## src/rtl/alu_cmd_pkg.sv

```systemverilog
// Shared constants for the ASCII ALU command parser: character codes, dtype/op encodings, FSM states.
package alu_cmd_pkg;

    localparam logic [7:0] ASCII_W   = 8'h57;
    localparam logic [7:0] ASCII_S   = 8'h53;
    localparam logic [7:0] ASCII_ADD = 8'h2B;
    localparam logic [7:0] ASCII_SUB = 8'h2D;
    localparam logic [7:0] ASCII_MUL = 8'h2A;
    localparam logic [7:0] ASCII_DIV = 8'h2F;
    localparam logic [7:0] ASCII_EQ  = 8'h3D;

    localparam logic [3:0] DTYPE_NONE     = 4'h0;
    localparam logic [3:0] DTYPE_UNSIGNED = 4'h1;
    localparam logic [3:0] DTYPE_SIGNED   = 4'h2;

    localparam logic [4:0] OP_NONE = 5'h00;
    localparam logic [4:0] OP_ADD  = 5'h01;
    localparam logic [4:0] OP_SUB  = 5'h02;
    localparam logic [4:0] OP_MUL  = 5'h04;
    localparam logic [4:0] OP_DIV  = 5'h08;

    localparam logic [2:0] MAX_DIGITS   = 3'd4;
    // Counter value on the last tolerated WAIT cycle (255 cycles counted 0..254).
    localparam logic [7:0] TIMEOUT_LAST = 8'd254;

    typedef enum logic [2:0] {
        ST_IDLE,
        ST_SRC1,
        ST_SRC2,
        ST_LAUNCH,
        ST_WAIT,
        ST_ERR
    } state_t;

    function automatic logic [4:0] op_decode(input logic [7:0] ch);
        case (ch)
            ASCII_ADD: return OP_ADD;
            ASCII_SUB: return OP_SUB;
            ASCII_MUL: return OP_MUL;
            ASCII_DIV: return OP_DIV;
            default:   return OP_NONE;
        endcase
    endfunction

endpackage

```

## src/rtl/hex_ascii_decode.sv

```systemverilog
// Combinational ASCII hex digit decoder: '0'-'9', 'A'-'F', 'a'-'f' to a nibble plus a valid flag.
module hex_ascii_decode (
    input  logic [7:0] ch,
    output logic [3:0] nibble,
    output logic       is_hex
);

    always_comb begin
        nibble = 4'h0;
        is_hex = 1'b0;
        if (ch >= 8'h30 && ch <= 8'h39) begin
            nibble = ch[3:0];
            is_hex = 1'b1;
        end else if ((ch >= 8'h41 && ch <= 8'h46) || (ch >= 8'h61 && ch <= 8'h66)) begin
            // Letters share the low nibble pattern 1..6 in both cases.
            nibble = ch[3:0] + 4'h9;
            is_hex = 1'b1;
        end
    end

endmodule

```

## src/rtl/alu_cmd_parser.sv

```systemverilog
// Parses "<W|S><hex1-4><op><hex1-4>=" from a UART byte stream and launches the ALU.
// Define ALU_CMD_TIMEOUT_EN to abort a WAIT that sees no alu_done within 255 cycles.
module alu_cmd_parser
    import alu_cmd_pkg::*;
(
    input  logic        clk,
    input  logic        n_rst,
    input  logic [7:0]  rx_data,
    input  logic        rx_valid,
    input  logic        alu_done,
    output logic [3:0]  dtype,
    output logic [4:0]  op,
    output logic [15:0] src1,
    output logic [15:0] src2,
    output logic        start,
    output logic        busy,
    output logic        err
);

    state_t      state_reg, state_next;
    logic [3:0]  dtype_reg, dtype_next;
    logic [4:0]  op_reg, op_next;
    logic [15:0] src1_reg, src1_next;
    logic [15:0] src2_reg, src2_next;
    logic [2:0]  digits_reg, digits_next;
    logic        err_reg, err_next;

    logic [3:0]  nibble;
    logic        is_hex;
    logic [4:0]  rx_op;
    logic        digit_ok;
    logic        tmo_hit;

    hex_ascii_decode u_hex (
        .ch     (rx_data),
        .nibble (nibble),
        .is_hex (is_hex)
    );

    assign rx_op    = op_decode(rx_data);
    assign digit_ok = is_hex && (digits_reg != MAX_DIGITS);

`ifdef ALU_CMD_TIMEOUT_EN
    logic [7:0] tmo_reg, tmo_next;

    always_comb begin
        tmo_next = 8'h0;
        if (state_reg == ST_WAIT)
            tmo_next = tmo_reg + 8'h1;
    end

    always_ff @(posedge clk or negedge n_rst) begin
        if (!n_rst)
            tmo_reg <= 8'h0;
        else
            tmo_reg <= tmo_next;
    end

    assign tmo_hit = (state_reg == ST_WAIT) && (tmo_reg == TIMEOUT_LAST);
`else
    assign tmo_hit = 1'b0;
`endif

    always_comb begin
        state_next  = state_reg;
        dtype_next  = dtype_reg;
        op_next     = op_reg;
        src1_next   = src1_reg;
        src2_next   = src2_reg;
        digits_next = digits_reg;
        err_next    = 1'b0;
        case (state_reg)
            ST_IDLE: begin
                if (rx_valid && (rx_data == ASCII_W || rx_data == ASCII_S)) begin
                    dtype_next  = (rx_data == ASCII_W) ? DTYPE_UNSIGNED : DTYPE_SIGNED;
                    src1_next   = 16'h0;
                    src2_next   = 16'h0;
                    digits_next = 3'd0;
                    state_next  = ST_SRC1;
                end
            end
            ST_SRC1: begin
                if (rx_valid) begin
                    if (digit_ok) begin
                        src1_next   = {src1_reg[11:0], nibble};
                        digits_next = digits_reg + 3'd1;
                    end else if (rx_op != OP_NONE && digits_reg != 3'd0) begin
                        op_next     = rx_op;
                        digits_next = 3'd0;
                        state_next  = ST_SRC2;
                    end else begin
                        op_next    = OP_NONE;
                        err_next   = 1'b1;
                        state_next = ST_ERR;
                    end
                end
            end
            ST_SRC2: begin
                if (rx_valid) begin
                    if (digit_ok) begin
                        src2_next   = {src2_reg[11:0], nibble};
                        digits_next = digits_reg + 3'd1;
                    end else if (rx_data == ASCII_EQ && digits_reg != 3'd0) begin
                        state_next = ST_LAUNCH;
                    end else begin
                        op_next    = OP_NONE;
                        err_next   = 1'b1;
                        state_next = ST_ERR;
                    end
                end
            end
            ST_LAUNCH: state_next = ST_WAIT;
            ST_WAIT: begin
                if (alu_done) begin
                    state_next = ST_IDLE;
                end else if (tmo_hit) begin
                    err_next   = 1'b1;
                    state_next = ST_IDLE;
                end
            end
            ST_ERR: begin
                if (rx_valid && rx_data == ASCII_EQ)
                    state_next = ST_IDLE;
            end
            default: state_next = ST_IDLE;
        endcase
    end

    always_ff @(posedge clk or negedge n_rst) begin
        if (!n_rst) begin
            state_reg  <= ST_IDLE;
            dtype_reg  <= DTYPE_NONE;
            op_reg     <= OP_NONE;
            src1_reg   <= 16'h0;
            src2_reg   <= 16'h0;
            digits_reg <= 3'd0;
            err_reg    <= 1'b0;
        end else begin
            state_reg  <= state_next;
            dtype_reg  <= dtype_next;
            op_reg     <= op_next;
            src1_reg   <= src1_next;
            src2_reg   <= src2_next;
            digits_reg <= digits_next;
            err_reg    <= err_next;
        end
    end

    assign dtype = dtype_reg;
    assign op    = op_reg;
    assign src1  = src1_reg;
    assign src2  = src2_reg;
    assign start = (state_reg == ST_LAUNCH);
    assign busy  = (state_reg == ST_LAUNCH) || (state_reg == ST_WAIT);
    assign err   = err_reg;

endmodule

```

## config.mk

```make
export PLATFORM = sky130hd
export DESIGN_NAME = alu_cmd_parser
export DESIGN_NICKNAME = d
export VERILOG_FILES = /design/src/rtl/alu_cmd_pkg.sv /design/src/rtl/hex_ascii_decode.sv /design/src/rtl/alu_cmd_parser.sv
export SDC_FILE = /design/constraint.sdc
export NUM_CORES = 1
export LEC_CHECK = 0
export BUFFER_PORTS_ARGS = -buffer_cell sky130_fd_sc_hd__buf_2
export CORE_MARGIN = 2
export CORE_UTILIZATION = 50
export DETAILED_ROUTE_END_ITERATION = 8
export GPL_ROUTABILITY_DRIVEN = 1
export PLACE_DENSITY = 0.75
export SLEW_MARGIN = 20
export SYNTH_ARGS = -nofsm -noshare
export SYNTH_HDL_FRONTEND = slang
export SYNTH_SLANG_ARGS = --single-unit
export TNS_END_PERCENT = 5
```

## constraint.sdc

```tcl
create_clock -name clk -period 2.6 [get_ports clk]
set_input_delay 0.52 -clock clk [delete_from_list [all_inputs] [get_ports clk]]
set_output_delay 0.52 -clock clk [all_outputs]
set_load 0.1 [all_outputs]
```

Word-level counts from Yosys, hierarchy flattened. Cells that the tools add are included.

Bits in registers: 48. Bits in latches: 0. RAM bits: 0. ROM bits: 0. Input bits: 12. Output and inout bits: 44. Word-level logic and storage cells: 107. Memories: 0.

Add/subtract/negate cells: 2. Multiply operators: 0. Div/mod/pow operators: 0. Magnitude comparators: 6. Equal/unequal tests: 24. Shifts and indexed selects: 0. Muxes and demuxes: 44. Bitwise gates (word level): 0. Reductions and logical operators: 24.

Operators with widths (count): 2-to-1 mux 16 bit (5); case mux 16 bit (2 select lines) (2); 2-to-1 mux 3 bit (15); == test 8 x 6 -> 1 bit, second input constant (5); 2-to-1 mux 5 bit (6); inequality test 2 bit, second input constant (10); case mux 3 bit (6 select lines) (1); == test 8 x 7 -> 1 bit, second input constant (2); >= comparator 8 x 7 -> 1 bit, second input constant (2); <= comparator 8 x 7 -> 1 bit, second input constant (2); case mux 4 bit (4 select lines) (1); AND reduction 6 bit (2); case mux 5 bit (2 select lines) (1); case mux 3 bit (3 select lines) (1); >= comparator 8 x 6 -> 1 bit, second input constant (1); <= comparator 8 x 6 -> 1 bit, second input constant (1); logical AND 1 bit (8); 2-to-1 mux 1 bit (8); 2-to-1 mux 4 bit (2); AND reduction 4 bit (2); AND reduction 7 bit (1); == test 3 x 2 -> 1 bit, second input constant (2); == test 3 bit, second input constant (2); inequality test 3 bit, second input constant (2); 11 further kinds (16).

Depth between registers and ports, before layout.
Depth in word-level cells: 9. Mapped depth: 9. Mapped depth without buffers: 8.

Hierarchy. From an unflattened synthesis, not the netlist that was laid out.

Cells, all modules: 260. Area, all modules: 2379.8 um2.

Modules (own cells, without submodules): alu_cmd_parser (instances 1, cells each 241, area each 2202.1 um2); hex_ascii_decode (instances 1, cells each 19, area each 177.7 um2).

Least setup slack after synthesis. OpenSTA, ideal clock, no wires.

Path type: flip-flop to output port. Start point: register state_reg[0]. End point: output port busy. Arrival time: 3820 ps. Required time: 2080 ps. Slack: -1740 ps. Cell stages (with the launch flop): 4. Cell sequence: dfrtp_1 -> inv_1 -> nor3b_1 -> o21bai_1.

Longest elaborated chain between the ends: 2. Elaborated cells on any way between the ends: 3. Those cells by class: 2 x eq/ne; 1 x reduce/logical.

Ends and longest elaborated chain: start, declared (RTL line alu_cmd_parser.sv:20) `state_t state_reg, state_next;`; start signal, assigned (RTL line alu_cmd_parser.sv:139) `state_reg <= state_next;`; == test 3 x 2 -> 1 bit; via start (RTL line alu_cmd_parser.sv:15) `output logic start,`; logical OR 1 bit (RTL line alu_cmd_parser.sv:154) `assign busy = (state_reg == ST_LAUNCH) || (state_reg == ST_WAIT);`; end, declared (RTL line alu_cmd_parser.sv:16) `output logic busy,`.

The timed path passes the listed nets, and every way through them passes these cells.

Worst setup path in the final report.
Start point: input port rx_data[0]. End point: register src1_reg[4], in the netlist src1[4].

Longest elaborated chain between the ends: 8. Elaborated cells on any way between the ends: 20. Those cells by class: 6 x order compare; 4 x eq/ne; 2 x mux; 8 x reduce/logical.

Ends and longest elaborated chain: start, declared (RTL line alu_cmd_parser.sv:8) `input logic [7:0] rx_data,`; >= comparator 8 x 7 -> 1 bit / <= comparator 8 x 7 -> 1 bit (equally long branches) (RTL line hex_ascii_decode.sv:14) `end else if ((ch >= 8'h41 && ch <= 8'h46) || (ch >= 8'h61 && ch <= 8'h66)) begin`; logical AND 1 bit (RTL line hex_ascii_decode.sv:14); logical OR 1 bit (RTL line hex_ascii_decode.sv:14); 2-to-1 mux 1 bit (RTL line hex_ascii_decode.sv:14); 2-to-1 mux 1 bit (RTL line hex_ascii_decode.sv:11) `if (ch >= 8'h30 && ch <= 8'h39) begin`; logical AND 1 bit (RTL line alu_cmd_parser.sv:41) `assign digit_ok = is_hex && (digits_reg != MAX_DIGITS);`; inequality test 2 bit (no source line); AND reduction 4 bit (no source line) *; end signal, assigned (RTL line alu_cmd_parser.sv:142) `src1_reg <= src1_next;`; end, declared (RTL line alu_cmd_parser.sv:23) `logic [15:0] src1_reg, src1_next;`.

Mark *: on every way between the ends. The rest lies on a longest branch, timed or not. A chain may end at the register's enable or synchronous reset.

==> metrics.txt <==
H-tree level count=2; GPL Wtd Cong=0.878; synth unique cells=44; Tcrit/Tclk final=87.6%; Die Wd=71.6 microns; sequential cell area=1130 sq um; Synth Area per Inst=9.00 sq um; Max rail drop VDD=0.302 mV; first-pass detailed-route iteration total=4; maximum clock rate=roughly 0.44 GHz; Area growth, synth to finish=20.5%; vias in the first global route=approximately 1800; register area share after synthesis=about 49%; die area=5130 sq um; asr flop ratio synth=100%; clk_skew=3.86 ps; slew margin rel.=59.6%; register bit total from synthesis=45; R2R Path Start=state_reg[0]$_DFFE_PN0P_; Filler cells=around 400; initial antenna violation count=0; R2R depth=7; pin count of the biggest net entering global routing=30; Primary FF master, synth=dfrtp_1; CTS max path bufs=2; Leak Pwr=1.33 nW; crit-path cells=buf_2 -> inv_1 -> ha_1 -> nor3b_1 -> or4_4 -> a211oi_2 -> o22ai_2 -> buf_4 -> nand2_1 -> o21ai_0; status=complete, no violations; Root Buffer=clkbuf_8; fin crit period=2280 ps; final hold viol count=0; Congestion Overflow GR=0; setup TNS=0 ps; Initial DRC Count=between 100 and 150; crit path DAT=2460 ps; slew at the pin closest to its max-slew limit=about 600 ps; Pwr Density=741 nW/um^2; CP Data Required Time=2780 ps; Design Area, Final=2760 sq um; Nets=~330; Worst Path Class, Setup=in -> reg; max-slew violations=0; row count=24; # diodes=0; Routed WL=between 4000 and 5000 microns; CP max stage delay=530 ps; port bufs=52; Top-Level Pins=56; clock sink count=45; Max Cap Viol=0; placed cell area=around 2700 sq um; CTS tree=done; cells resized by post-CTS repair=0; Worst-path clk slew=about 80 ps; fin util=62.9%; core area=around 4400 sq um; number of flops mapped to enable cells by yosys=0; postcts setup bufs=0; routed len/inst=13.5 microns; area leader, netlist=dfrtp_1; CTS Hold Bufs=0; synth top area cells=dfrtp_1 (49%), nand2_1 (12%), o21ai_1 (3.9%); Vias=1937; share of layout cells above drive strength 1=26.5%; Hold Path Class=in -> async; global-route wire length before repair=between 8000 and 9000 microns; RSZ-0062 raised after global routing=false; CTS Buf Count=5; Setup violations, final=0; reg2reg end=src1[4]$_DFFE_PN0P_; R2R Setup Slk=around 430 ps; Post-Syn Instances=about 250; vias per cell=roughly 5.4; DP HPWL=3650 microns; post-route ant nets=0; crit end category=flop; area of the mapped netlist=2290 sq um; Total GRT Usage=20.3%; Synth top area share=about half; Crit-path slowest cell=or4_4; die span in y=71.6 microns; Clock Latency Late Sink=290 ps; Initial Util=52.2%; DRC Markers=0; Setup crit start kind=input port; Synth Warn #=0; area taken by multi-input logic gates=1090 sq um; CP max FO=14
power by group:
group,internal (mW),switching [mW],total (mW)
clock network,0.280,0.233,0.513
registers,0.752,0.0602,0.812
logic,0.159,0.560,0.719
worst max-delay path, delay by kind of cell:
kind            cells  cell delay (ps)
simple gates        3              750
compound gates      3              510
fa+ha+maj           1              220
buf+inv             3              440
logic make-up after synthesis:
kind of cell | synth area share, %
other cells | 0.164
fa+ha+maj | 3.83
compound gates | 20.2
buf+inv | 5.14
flops | 49.2
mux | 0.930
simple gates | 20.5
cell usage after synthesis, drive strengths merged, types with 3 or more instances:
master / number
a21oi: 8
nor2: 9
nand2: 71
nor3b: 5
inv: 10
o21ai: 29
clkbuf: 11
a211oi: 3
o31ai: 11
dfrtp: 45
o22ai: 4
buf: 5
ha: 7
cells in the final DEF (no fill, tap or decap), drive strengths merged, types with 3 or more instances in the layout:
cell | Yosys | layout
a211oi | 3 | 3
a21oi | 8 | 8
buf | 5 | 62
clkbuf | 11 | 5
conb | 1 | 3
dfrtp | 45 | 45
ha | 7 | 7
inv | 10 | 10
nand2 | 71 | 71
nor2 | 9 | 9
nor3b | 5 | 5
o21ai | 29 | 29
o22ai | 4 | 4
o31ai | 11 | 11
per-stage QoR:
| stage | hold WS, ps | power, mW | cells | setup WS, ps |
|---|---|---|---|---|
| global route | 150 | 2.15 | 361 | 158 |
| detailed placement | 452 | 1.54 | 354 | 29.2 |
| floorplan | 224 | 1.40 | 256 | 46.9 |
| global placement | 451 | 1.53 | 354 | 80.5 |
| finish | 129 | 2.04 | 361 | 322 |
| CTS | 132 | 2.06 | 361 | 313 |
layout make-up:
type / count / area share [%]
inverter: 10 / 1.36
multi-input combinational: 185 / 39.5
tap: 52 / 2.36
sequential: 45 / 40.9
timing repair buffer: 62 / 12.2
clock inverter: 2 / 1.27
clock buffer: 5 / 2.50
how the worst max path moves through the flow:
| stage | from | endpoint | slack [ps] | depth (start not counted) |
|---|---|---|---|---|
| finish | rx_data[0] | src1[4]$_DFFE_PN0P_ | 320 | 10 |
| floorplan | state_reg[0]$_DFFE_PN0P_ | busy | 50 | 3 |
| global placement | rx_data[0] | src2[8]$_DFFE_PN0P_ | 80 | 10 |
| CTS | state_reg[0]$_DFFE_PN0P_ | busy | 310 | 4 |
| global route | rx_data[1] | src1[4]$_DFFE_PN0P_ | 160 | 9 |
| detailed placement | rx_data[0] | src1[4]$_DFFE_PN0P_ | 30 | 10 |
per-layer routing:
layer  global-route usage [%]  vias up  share of wire [%]
met5                        0        -                  0
met4                     5.66        0                1.1
met3                     4.50        7                5.7
met2                     33.6       62                 48
met1                     26.8      884                 45
li1                         -      984                  -
Note: power is estimated with default switching activity, not from simulation.
